`src/rtl/cp0_vectored_irq_if.sv`:
```
// rtl/cp0_vectored_irq_if.sv - CP0 pipeline-side bus bundle
// Purpose: groups the pipeline <-> CP0 signals: register read (ID stage),
//   register write / ERET (EXE stage), interrupt inputs and the PC force-jump path.
// Ports (members):
//   oper      2   00 none, 01 MFC0, 10 MTC0, 11 ERET
//   addr_r    5   read address;  data_r 32 read data (combinational)
//   addr_w    5   write address; data_w 32 write data
//   ir_en     1   pipeline may accept an interrupt this cycle
//   ir_in     NUM_IRQ  level interrupt lines, active-high
//   ret_addr  32  address saved to EPC on entry
//   jump_en   1   force PC jump this cycle; jump_addr 32 jump target
// Modports: master = pipeline side, slave = CP0.
interface cp0_vectored_irq_if #(
  parameter int NUM_IRQ = 4
);
  logic [1:0]         oper;
  logic [4:0]         addr_r;
  logic [31:0]        data_r;
  logic [4:0]         addr_w;
  logic [31:0]        data_w;
  logic               ir_en;
  logic [NUM_IRQ-1:0] ir_in;
  logic [31:0]        ret_addr;
  logic               jump_en;
  logic [31:0]        jump_addr;

  modport master (
    output oper, addr_r, addr_w, data_w, ir_en, ir_in, ret_addr,
    input  data_r, jump_en, jump_addr
  );

  modport slave (
    input  oper, addr_r, addr_w, data_w, ir_en, ir_in, ret_addr,
    output data_r, jump_en, jump_addr
  );
endinterface

```
`src/rtl/cp0_vectored_irq.sv`:
```
// rtl/cp0_vectored_irq.sv - vectored-interrupt CP0 with EPC/CAUSE and ERET
// Purpose: NUM_IRQ sticky-pending interrupt lines, STATUS mask/IE, fixed priority
//   (line 0 highest), vectored entry at EBASE + (id << VEC_SHIFT), single-level
//   handler with ERET return.
// Ports:
//   clk  1  main clock
//   rst  1  synchronous reset, active-high
//   bus     cp0_vectored_irq_if.slave (see interface file for members)
// Register map: 12 STATUS {MASK@[8+:N], IE@0}, 13 CAUSE {PEND@[8+:N], CODE@[4:2]},
//   14 EPC, 15 EBASE. Everything else reads 0 and ignores writes.
module cp0_vectored_irq #(
  parameter int          NUM_IRQ   = 4,
  parameter int          VEC_SHIFT = 3,
  parameter logic [31:0] BASE_RST  = 32'h0000_0008
) (
  input  logic              clk,
  input  logic              rst,
  cp0_vectored_irq_if.slave bus
);

  localparam logic [1:0] OP_MTC0 = 2'b10;
  localparam logic [1:0] OP_ERET = 2'b11;
  localparam logic [NUM_IRQ-1:0] LINE0 = NUM_IRQ'(1);

  typedef enum logic {IDLE, HANDLER} state_e;

  state_e             state_q, state_d;
  logic               ie_q, ie_d;
  logic [NUM_IRQ-1:0] mask_q, mask_d;
  logic [NUM_IRQ-1:0] pend_q, pend_d;
  logic [2:0]         code_q, code_d;
  logic [31:0]        epc_q, epc_d;
  logic [31:0]        ebase_q, ebase_d;

  logic [NUM_IRQ-1:0] masked;
  logic [2:0]         id;
  logic               is_eret, is_mtc0, take;

  // Decision logic: priority select and the combinational jump path.
  always_comb begin
    masked  = pend_q & mask_q;
    id      = 3'd0;
    // Scan downward so the lowest set index is the one left standing.
    for (int i = NUM_IRQ - 1; i >= 0; i--) begin
      if (masked[i]) id = 3'(i);
    end
    is_eret = (bus.oper == OP_ERET);
    is_mtc0 = (bus.oper == OP_MTC0);
    take    = (state_q == IDLE) && bus.ir_en && ie_q && (|masked) && !is_eret;

    bus.jump_en   = 1'b0;
    bus.jump_addr = 32'd0;
    if (!rst) begin
      if (is_eret) begin
        bus.jump_en   = 1'b1;
        bus.jump_addr = epc_q;
      end else if (take) begin
        bus.jump_en   = 1'b1;
        bus.jump_addr = ebase_q + (32'(id) << VEC_SHIFT);
      end
    end
  end

  // Register read port; shows pre-edge contents (no write bypass).
  always_comb begin
    bus.data_r = 32'd0;
    case (bus.addr_r)
      5'd12:   bus.data_r = (32'(mask_q) << 8) | 32'(ie_q);
      5'd13:   bus.data_r = (32'(pend_q) << 8) | (32'(code_q) << 2);
      5'd14:   bus.data_r = epc_q;
      5'd15:   bus.data_r = ebase_q;
      default: bus.data_r = 32'd0;
    endcase
  end

  // Next-state: MTC0 first, entry updates override it, new requests set last
  // so a set always beats a clear in the same cycle.
  always_comb begin
    state_d = state_q;
    ie_d    = ie_q;
    mask_d  = mask_q;
    pend_d  = pend_q;
    code_d  = code_q;
    epc_d   = epc_q;
    ebase_d = ebase_q;

    if (is_mtc0) begin
      case (bus.addr_w)
        5'd12: begin
          ie_d   = bus.data_w[0];
          mask_d = bus.data_w[8 +: NUM_IRQ];
        end
        5'd13: begin
          code_d = bus.data_w[4:2];
          pend_d = pend_q & ~bus.data_w[8 +: NUM_IRQ];
        end
        5'd14:   epc_d   = bus.data_w;
        5'd15:   ebase_d = bus.data_w;
        default: ;
      endcase
    end

    if (take) begin
      epc_d   = bus.ret_addr;
      code_d  = id;
      pend_d  = pend_d & ~(LINE0 << id);
      state_d = HANDLER;
    end

    if (is_eret) state_d = IDLE;

    pend_d = pend_d | bus.ir_in;
  end

  always_ff @(posedge clk) begin
    if (rst) begin
      state_q <= IDLE;
      ie_q    <= 1'b0;
      mask_q  <= '0;
      pend_q  <= '0;
      code_q  <= 3'd0;
      epc_q   <= 32'd0;
      ebase_q <= BASE_RST;
    end else begin
      state_q <= state_d;
      ie_q    <= ie_d;
      mask_q  <= mask_d;
      pend_q  <= pend_d;
      code_q  <= code_d;
      epc_q   <= epc_d;
      ebase_q <= ebase_d;
    end
  end

endmodule
```
`src/flat_wrapper.sv`:
```
// flat-port wrapper written by rule: the top's interface ports become plain ports
module cp0_vectored_irq_flat 
#(
  parameter int          NUM_IRQ   = 4,
  parameter int          VEC_SHIFT = 3,
  parameter logic [31:0] BASE_RST  = 32'h0000_0008
)
  (clk, rst, bus_oper, bus_addr_r, bus_addr_w, bus_data_w, bus_ir_en, bus_ir_in, bus_ret_addr, bus_data_r, bus_jump_en, bus_jump_addr);
  cp0_vectored_irq_if #(.NUM_IRQ(NUM_IRQ)) bus_i ();
  input  logic clk;
  input  logic rst;
  input wire logic [$bits(bus_i.oper)-1:0] bus_oper;
  input wire logic [$bits(bus_i.addr_r)-1:0] bus_addr_r;
  input wire logic [$bits(bus_i.addr_w)-1:0] bus_addr_w;
  input wire logic [$bits(bus_i.data_w)-1:0] bus_data_w;
  input wire logic [$bits(bus_i.ir_en)-1:0] bus_ir_en;
  input wire logic [$bits(bus_i.ir_in)-1:0] bus_ir_in;
  input wire logic [$bits(bus_i.ret_addr)-1:0] bus_ret_addr;
  output wire logic [$bits(bus_i.data_r)-1:0] bus_data_r;
  output wire logic [$bits(bus_i.jump_en)-1:0] bus_jump_en;
  output wire logic [$bits(bus_i.jump_addr)-1:0] bus_jump_addr;
  assign bus_i.oper = bus_oper;
  assign bus_i.addr_r = bus_addr_r;
  assign bus_i.addr_w = bus_addr_w;
  assign bus_i.data_w = bus_data_w;
  assign bus_i.ir_en = bus_ir_en;
  assign bus_i.ir_in = bus_ir_in;
  assign bus_i.ret_addr = bus_ret_addr;
  assign bus_data_r = bus_i.data_r;
  assign bus_jump_en = bus_i.jump_en;
  assign bus_jump_addr = bus_i.jump_addr;
  cp0_vectored_irq #(.NUM_IRQ(NUM_IRQ), .VEC_SHIFT(VEC_SHIFT), .BASE_RST(BASE_RST)) u_core (.clk(clk), .rst(rst), .bus(bus_i));
endmodule
```
`config.mk`:
```
export PLATFORM = sky130hd
export DESIGN_NAME = cp0_vectored_irq_flat
export DESIGN_NICKNAME = d
export VERILOG_FILES = /design/src/rtl/cp0_vectored_irq_if.sv /design/src/rtl/cp0_vectored_irq.sv /design/src/flat_wrapper.sv
export SDC_FILE = /design/constraint.sdc
export NUM_CORES = 1
export LEC_CHECK = 0
export ABC_AREA = 1
export BUFFER_PORTS_ARGS = -buffer_cell sky130_fd_sc_hd__buf_4
export CORE_UTILIZATION = 38
export CTS_CLUSTER_SIZE = 14
export DETAILED_ROUTE_END_ITERATION = 6
export PLACE_DENSITY_LB_ADDON = 0.1
export SYNTH_ARGS = -nofsm -noshare
export SYNTH_HDL_FRONTEND = slang
export SYNTH_SLANG_ARGS = --single-unit
```
`constraint.sdc`:
```
create_clock -name clk -period 1.8 [get_ports clk]
set_input_delay 0.18 -clock clk [delete_from_list [all_inputs] [get_ports clk]]
set_output_delay 0.18 -clock clk [all_outputs]
set_load 0.05 [all_outputs]
```
== Word-level counts from Yosys, hierarchy flattened ==
Index checks and enable logic that the tools add are counted.
Storage, ports and cells
  flip-flop bits (word level): 77
  input port bits: 83
  output and inout port bits: 65
  word-level logic and storage cells: 62
Operators by class
  shift-type cells: 1
  eq/ne operators: 10
  multiplexer cells: 20
  bitwise logic cells: 9
  reductions and logical operators: 14
  add/sub/neg operators: 1
Operator list (count)
  two-way mux 32 bit: 6
  one-hot mux 32 bit (4 select lines): 1
  equality test 5 x 4 -> 1 bit (second input constant): 8
  adder 32 x 6 -> 32 bit: 1
  two-way mux 3 bit: 6
  AND 4 bit: 3
  two-way mux 4 bit: 3
  bitwise OR 12 x 1 -> 12 bit: 1
  bitwise OR 12 x 5 -> 12 bit: 1
  NOT 4 bit: 2
  AND reduction 2 bit: 4
  nonzero test 2 bit: 3
  equality test 2 bit (second input constant): 2
  logical AND 1 bit: 4
  bitwise OR 4 bit: 1
  OR reduction 4 bit: 1
  << shifter 1 x 3 -> 4 bit (first input constant): 1
  two-way mux 1 bit: 3
  two-way mux 2 bit: 1
  OR reduction 2 bit: 1
  zero test 1 bit: 1
  NOT 1 bit: 1

== Depth between registers and ports, before layout ==
Gate-level depths: netlist (run 1).
  word-level depth: 10
  gate-level depth with buffers: 16
  depth with buffers taken out: 16

== Worst setup path after synthesis (run 1) ==
Ideal clock, no wire load.
  path type: register to output
  start point: register u_core.pend_q[2]
  end point: output bus_jump_addr[27]
  stages on the path, launching flop included: 14
  data required time: 1.620 ns
  arrival time: 2.355 ns
  buffers on the path: 0
  path slack: -0.735 ns
  path through: dfxtp_1 -> nand2_1 -> nand2_1 -> o21ai_1 -> ha_1 -> ha_1 -> inv_1 -> nand2_1 -> nand2_2 -> nor2_2 -> nand2_1 -> nand2_1 -> nand3_1 -> a21oi_1
On the way
  longest elaborated chain between the ends: 8
  elaborated cells on any way between the ends: 11
  classes of those cells: add/sub (1); mux (6); bitwise (1); reduce/logical (3)
Ends and longest elaborated chain
  start: declaration: RTL line cp0_vectored_irq.sv:30  | logic [NUM_IRQ-1:0] pend_q, pend_d;
  start signal: assignment: RTL line cp0_vectored_irq.sv:128  | pend_q <= pend_d;
  AND 4 bit *: RTL line cp0_vectored_irq.sv:41  | masked = pend_q & mask_q;
  two-way mux 3 bit (3 in series): RTL line cp0_vectored_irq.sv:45  | if (masked[i]) id = 3'(i);
  adder 32 x 6 -> 32 bit: RTL line cp0_vectored_irq.sv:59  | bus.jump_addr = ebase_q + (32'(id) << VEC_SHIFT);
  two-way mux 32 bit *: RTL line cp0_vectored_irq.sv:57  | end else if (take) begin
  two-way mux 32 bit *: RTL line cp0_vectored_irq.sv:54  | if (is_eret) begin
  two-way mux 32 bit *: RTL line cp0_vectored_irq.sv:53  | if (!rst) begin
  end: declaration: RTL line flat_wrapper.sv:21  | output wire logic [$bits(bus_i.jump_addr)-1:0] bus_jump_addr;
Every way passes the cells marked *; elsewhere a longest branch is shown, timed or not.

== Final worst setup path (run 1) ==
  start point: register u_core.mask_q[0]
  end point: register u_core.pend_q[1]
On the way
  longest elaborated chain between the ends: 7
  elaborated cells on any way between the ends: 10
  classes of those cells: shift (1); mux (2); bitwise (4); reduce/logical (3)
Ends and longest elaborated chain
  start: declaration: RTL line cp0_vectored_irq.sv:29  | logic [NUM_IRQ-1:0] mask_q, mask_d;
  start signal: assignment: RTL line cp0_vectored_irq.sv:127  | mask_q <= mask_d;
  AND 4 bit *: RTL line cp0_vectored_irq.sv:41
  two-way mux 3 bit: RTL line cp0_vectored_irq.sv:45
  << shifter 1 x 3 -> 4 bit: RTL line cp0_vectored_irq.sv:106  | pend_d = pend_d & ~(LINE0 << id);
  NOT 4 bit: RTL line cp0_vectored_irq.sv:106
  AND 4 bit: RTL line cp0_vectored_irq.sv:106
  two-way mux 4 bit *: RTL line cp0_vectored_irq.sv:103  | if (take) begin
  bitwise OR 4 bit *: RTL line cp0_vectored_irq.sv:112  | pend_d = pend_d | bus.ir_in;
Marked as above.
A chain may end at the register's enable or synchronous reset.

==> results of run 1 <==
[stage by stage]
stage	hold slack (ps)	worst slack (ps)	util (%)
5_1_grt	66.9	-841	67.0
2_1_floorplan	306	-312	-
4_1_cts	49.0	-732	65.5
3_3_place_gp	413	-381	58.6
3_5_place_dp	413	-419	58.6
6_report	67.4	-748	67.0
[per-layer routing]
| layer | up-vias | GRT usage, % |
|---|---|---|
| li1 | 3209 | - |
| met1 | 3085 | 41.6 |
| met2 | 287 | 51.5 |
| met3 | 43 | 6.95 |
| met4 | 0 | 8.44 |
| met5 | - | 0 |
[worst min-delay path: stages]
cell	delay, ps
buf_4	80
nand2_1	40
nand3_1	80
[timing repair]
item / in CTS / in global routing
setup buffers: 24 / 6
hold buffers: 0 / 0
setup endpoints to repair: 32 / 34
pin swaps: 53 / 29
gates cloned: 1 / 1
hold endpoints to repair: 0 / 0
resized for setup: 78 / 35
[cells by family (layout without fill, tap and decap cells)]
family | Yosys count | in the layout | share of synthesized area (%)
flip-flops | 77 | 77 | 30.9
AO/OA/AOI/OAI | 224 | 224 | 24.8
adder cells (fa/ha/maj) | 2 | 2 | 0.501
buffers and inverters | 149 | 391 | 11.6
AND/OR/NAND/NOR | 364 | 364 | 32.2
[Yosys cell counts (all sizes together) (2+ instances only)]
library cell and number:
a211oi 30, a21oi 77, buf 16, clkbuf 30, dfxtp 77, ha 2
inv 102, nand2 153, nand3 92, nand4 14, nor2 95, nor3 8
o2111ai 3, o211ai 8, o21ai 103, o221ai 2
[power by group through the flow]
stage	clock (mW)	sequential, mW	combinational [mW]
6_report	2.23	1.73	0.434
5_1_grt	2.32	1.74	0.463
4_1_cts	2.25	1.73	0.426
3_5_place_dp	0	1.77	0.416
3_3_place_gp	0	1.77	0.412
2_1_floorplan	0	1.77	0.174
[sequential cells by signal (all words and copies together), names as in the netlist]
name            count
u_core.state_q      1
u_core.ebase_q     32
u_core.ie_q         1
u_core.code_q       3
u_core.mask_q       4
u_core.epc_q       32
u_core.pend_q       4
[path summary, 6_finish.rpt]
| path | cells past startpoint | to | slack, ps | startpoint |
|---|---|---|---|---|
| setup / recovery | 17 | u_core.pend_q[1] | -750 | u_core.mask_q[0] |
| hold / removal | 3 | u_core.ebase_q[3] | 70 | bus_data_w[3] |
| setup reg to reg | 17 | u_core.pend_q[1] | -750 | u_core.mask_q[0] |
| hold reg to reg | 2 | u_core.code_q[2] | 460 | u_core.code_q[2] |
[layout by cell type (no fill, tap or decap), drive strengths merged, types with 2 or more instances in the layout]
cell type	instances
nand4	14
o221ai	2
dfxtp	77
nand3	92
o21ai	103
bufinv	3
o2111ai	3
a21oi	77
inv	102
clkbuf	14
nor3	8
nand2	153
ha	2
o211ai	8
a211oi	30
buf	271
nor2	95
[cell type report]
cell class / instances / area, um2 / area share [%]
Clock inverter: 3 / 90.1 / 1.06
Clock buffer: 13 / 270 / 3.17
Timing Repair Buffer: 272 / 2340 / 27.5
Sequential cell: 77 / 1560 / 18.3
Tap cell: 172 / 215 / 2.53
Inverter: 103 / 399 / 4.69
Multi-Input combinational cell: 590 / 3650 / 42.8
==> flow_summary.ini, run 1 <==
[finish]
final_nets = 1138
layout.cells.non_filler = 1230
fillers = 1177
final_area_um2 = 8520
area_delta_synth_final_pct = 70.7
layout-drive-gt1-share_pct = 40.0
n_antenna_cell = 0

[global_routing]
antenna_found_initial = 0
grt_max_degree = 50
grt_pass1_wl_um = 32400
grt_util_all_layers_pct = 31.4
gr-total-overflow = 0
grt_pass1_vias = 6317

[clock_tree]
cts.clk_slew.worst_paths_ps = 60
insertion_delay_ps = 350
cts_buffer_depth = 2
cts-root-buf = clkbuf_16
h-tree-depth = 3
cts.sinks = 77
cts_tree = yes
cts_made_buffers = 9

[placement]
place_inst = 1185
hpwl_um = 14800
gp_congestion = 0.877
io_buffers = 147
placed_area_um2 = 7450

[routing]
viasPerCell = 5.39
wl_met3_um = 1530
wl_um = 21100
drc = 0
top_layer = met4
drt_iter0_drc = 466
met2_length_um = 9780
vias = 6624
wl_met1_um = 9420
drtAntennaViolNets = 0
wl_per_cell_um = 17.2
drtPass1Iterations = 6

[synth]
syn_nets = 901
synthTopCellsByArea = dfxtp_1, nand2_1, o21ai_0
ys_ff_latch = 77
ys_seq_area_share_pct = 30.9
syn_avg_cell_area_um2 = 6.11
ys.warnings.count = 0
synthCells = 816
synth_area_leader_cell = dfxtp_1
ys_types = 30
async_reset_ff_share_pct = 0
synth_edf_count = 0
yosys_most_used_dff = dfxtp_1
synth.top_cell.area_share_pct = 30.9
synth_area_um2 = 4990

[timing]
finalSetupViolCount = 34
min_period_ps = 2550
clock.fmax_ghz = 0.393
hold_viol_final = 0
final.setup.worst_slack_ps = -748
rsz0062_at_grt = true
maxSlewHeadroom_pct = 66.1
min_period_over_period_pct = 142
timing.final.max_slew_violations = 0
skew_ps = 2.67
tightest_slew_ps = 508
finalSetupTns_ps = -18810

[setup_path]
crit_chain = nand2_4 > nand3_2 > buf_4 > buf_4 > buf_4 > buf_4 > buf_4 > buf_4 > buf_4 > buf_4 > buf_4 > buf_4 > buf_4 > buf_4 > buf_4 > o221ai_2 > a21oi_1
path_max_fanout = 3
end_kind = flip-flop
critPathKind = reg2reg
worst_setup_path_start_kind = flip-flop
critPathSlowestCell = dfxtp_2
critPathMaxStageDelay_ps = 330
critPathBufInv = 13
cp.required_ps = 2020
worst_ep_arrival_time_ps = 2770
crit_family = buffers and inverters
cp_common_cell = buf_4

[hold_path]
hold_path.class = in2reg

[flow_run]
drv_cap = 0

[floorplanning]
dieWidth_um = 117
row_count = 41
die_h_um = 117
start_util_pct = 39.2
die-area_um2 = 13600
ios = 148
core_area_um2 = 12700

[power]
clkPwrFrac_pct = 50.7
p_sw_share_pct = 23.1
pwr-share-comb_pct = 9.9
power.internal_mw = 3.38
p_seq_share_pct = 39.4
power_density_nw_per_um2 = 517
p_total_mw = 4.40
p_leak_nw = 3.60
peakVddDrop_mv = 0.414
power.switching_mw = 1.02

[run_status]
violations = negative setup slack
run_status = complete, but fails checks
Note: power is estimated with default switching activity, not from simulation.
==> run 2, diff against run 1 <==
--- a/config.mk
+++ b/config.mk
@@ -8,6 +8,7 @@
 export ABC_AREA = 1
 export BUFFER_PORTS_ARGS = -buffer_cell sky130_fd_sc_hd__buf_4
 export CORE_UTILIZATION = 38
+export CTS_BUF_LIST = sky130_fd_sc_hd__clkbuf_16
 export CTS_CLUSTER_SIZE = 14
 export DETAILED_ROUTE_END_ITERATION = 6
 export PLACE_DENSITY_LB_ADDON = 0.1
==> run 2 against run 1 <==
  * The run still ends with negative setup slack left
  * Power shrank 3.1%
  * Core utilization shrank 0.51 points
  * Register-to-register slack gained 20 ps
  * First-iteration DRC count grew 0.64%
  * Largest cell class unchanged
  * Final area shrank 0.76%
==> flow_summary.ini, run 2 (synthesis results as in run 1) <==
[floorplanning]
ios = 148
core_area_um2 = 12700
dieWidth_um = 117
die-area_um2 = 13600
row_count = 41
die_h_um = 117
start_util_pct = 39.2

[run_status]
run_status = complete, but fails checks
violations = negative setup slack

[placement]
placed_area_um2 = 7450
pre_cts_ws_ps = -419
hpwl_um = 14800
io_buffers = 147
place_inst = 1185
gp_congestion = 0.877

[power]
power_density_nw_per_um2 = 505
peakVddDrop_mv = 0.402
power.internal_mw = 3.25
p_seq_share_pct = 40.7
p_total_mw = 4.27
power.switching_mw = 1.02
p_sw_share_pct = 23.8
pwr-share-comb_pct = 10.2
clkPwrFrac_pct = 49.1
p_leak_nw = 3.59

[timing]
final.setup.worst_slack_ps = -731
min_period_ps = 2530
min_period_over_period_pct = 141
rsz0062_at_grt = true
holdWs_ps = 55.9
skew_ps = 3.59
maxSlewHeadroom_pct = 66.2
hold_viol_final = 0
finalSetupViolCount = 35
tightest_slew_ps = 507
finalSetupTns_ps = -19290
timing.final.max_slew_violations = 0
clock.fmax_ghz = 0.395

[global_routing]
gr-total-overflow = 0
grt_util_all_layers_pct = 31.5
grt_max_degree = 50
grt_pass1_wl_um = 32400
grt_pass1_vias = 6343
antenna_found_initial = 0

[clock_tree]
h-tree-depth = 3
cts.clk_slew.worst_paths_ps = 60
cts.sinks = 77
cts_tree = yes
cts-root-buf = clkbuf_16
cts_buffer_depth = 2
ctsHoldBuffers = 0
cts_made_buffers = 9
insertion_delay_ps = 350

[setup_path]
r2r_cells = 17
reg2reg_to = u_core.pend_q[1]
worst_setup_path_start_kind = flip-flop
critPathKind = reg2out
end_kind = output port
reg2reg_from = u_core.mask_q[0]
path_max_fanout = 7
cp.required_ps = 1620
crit_start = u_core.mask_q[0]
r2r_slack_ps = -730
worst_ep_arrival_time_ps = 2350

[routing]
wl_um = 21100
drc = 0
wl_per_cell_um = 17.1
drtAntennaViolNets = 0
drtPass1Iterations = 5
viasPerCell = 5.38
drt_iter0_drc = 469
vias = 6625

[finish]
final_nets = 1139
utilization_pct = 66.4
layout_common_cells = buf_4, nand2_1, inv_1, o21ai_0, nor2_1
n_antenna_cell = 0
area_delta_synth_final_pct = 69.4
top_regs = u_core.ebase_q: 32 flops, u_core.epc_q: 32 flops
final_area_um2 = 8450
layout-drive-gt1-share_pct = 39.2
layout.cells.non_filler = 1231
layout.cells.most_common = buf_4

[flow_run]
drv_cap = 0

[hold_path]
hold_end = u_core.ebase_q[3]
hold_path.class = in2reg
min_delay_path_depth = 3
min_from = bus_data_w[3]
run 2: changes by cell type in the layout (fill, tap and decap cells not counted), moves of 2 or more:
cell	previous run	this run
nand3_1	58	60
nand2_1	128	130
buf_4	223	225
buf_6	36	34
clkbuf_8	3	0
clkinv_1	1	4
nand3_4	6	4
nand2_2	17	15
run 2: critical path, stage by stage (launching register included):
cell,delay (ps)
dfxtp_2,340
nand2_4,90
nand2_2,60
o21ai_2,150
ha_2,230
ha_4,140
inv_4,40
nand2_4,80
nand2_8,80
nor2_4,250
nand2_1,80
nand2_1,80
nand3_2,80
a21oi_4,130
buf_6,160
run 2: per-layer routing:
| layer | global-route usage [%] | part of all wire (%) | up-vias |
|---|---|---|---|
| met5 | 0 | 0 | - |
| met4 | 8.95 | 2.1 | 0 |
| met3 | 6.95 | 6.9 | 49 |
| met2 | 51.5 | 46 | 279 |
| met1 | 41.6 | 45 | 3086 |
| li1 | - | - | 3211 |
run 2: what timing repair did:
item | 4_1_cts | 5_1_grt
setup buffers | 24 | 6
pin swaps | 53 | 24
setup endpoints to repair | 32 | 34
gates resized for setup | 78 | 24
cloned | 1 | 1
run 2: how the worst max path moves through the flow:
stage	endpoint	slack (ps)	cells past startpoint
after CTS	bus_jump_addr[17]	-730	14
after global routing	bus_jump_addr[17]	-850	14
after floorplan	bus_jump_addr[25]	-310	13
final	bus_jump_addr[17]	-730	14
after global placement	bus_jump_addr[17]	-380	14
after detailed placement	bus_jump_addr[25]	-420	14
run 2: power by group through the flow:
stage | Sequential [mW] | Clock, mW | Combinational [mW]
after global placement | 1.77 | 0 | 0.412
after detailed placement | 1.77 | 0 | 0.416
after CTS | 1.73 | 2.11 | 0.426
after floorplan | 1.77 | 0 | 0.174
final | 1.73 | 2.10 | 0.435
after global routing | 1.74 | 2.19 | 0.463
run 2: area by class of cell:
class                   count  area [um2]
well taps                 172         215
clock inverters             7         105
multi-input cells         590        3600
clock buffers               9         225
flip-flops and latches     77        1550
repair buffers            273        2350
fillers                  1187        4270
inverters                 103         399
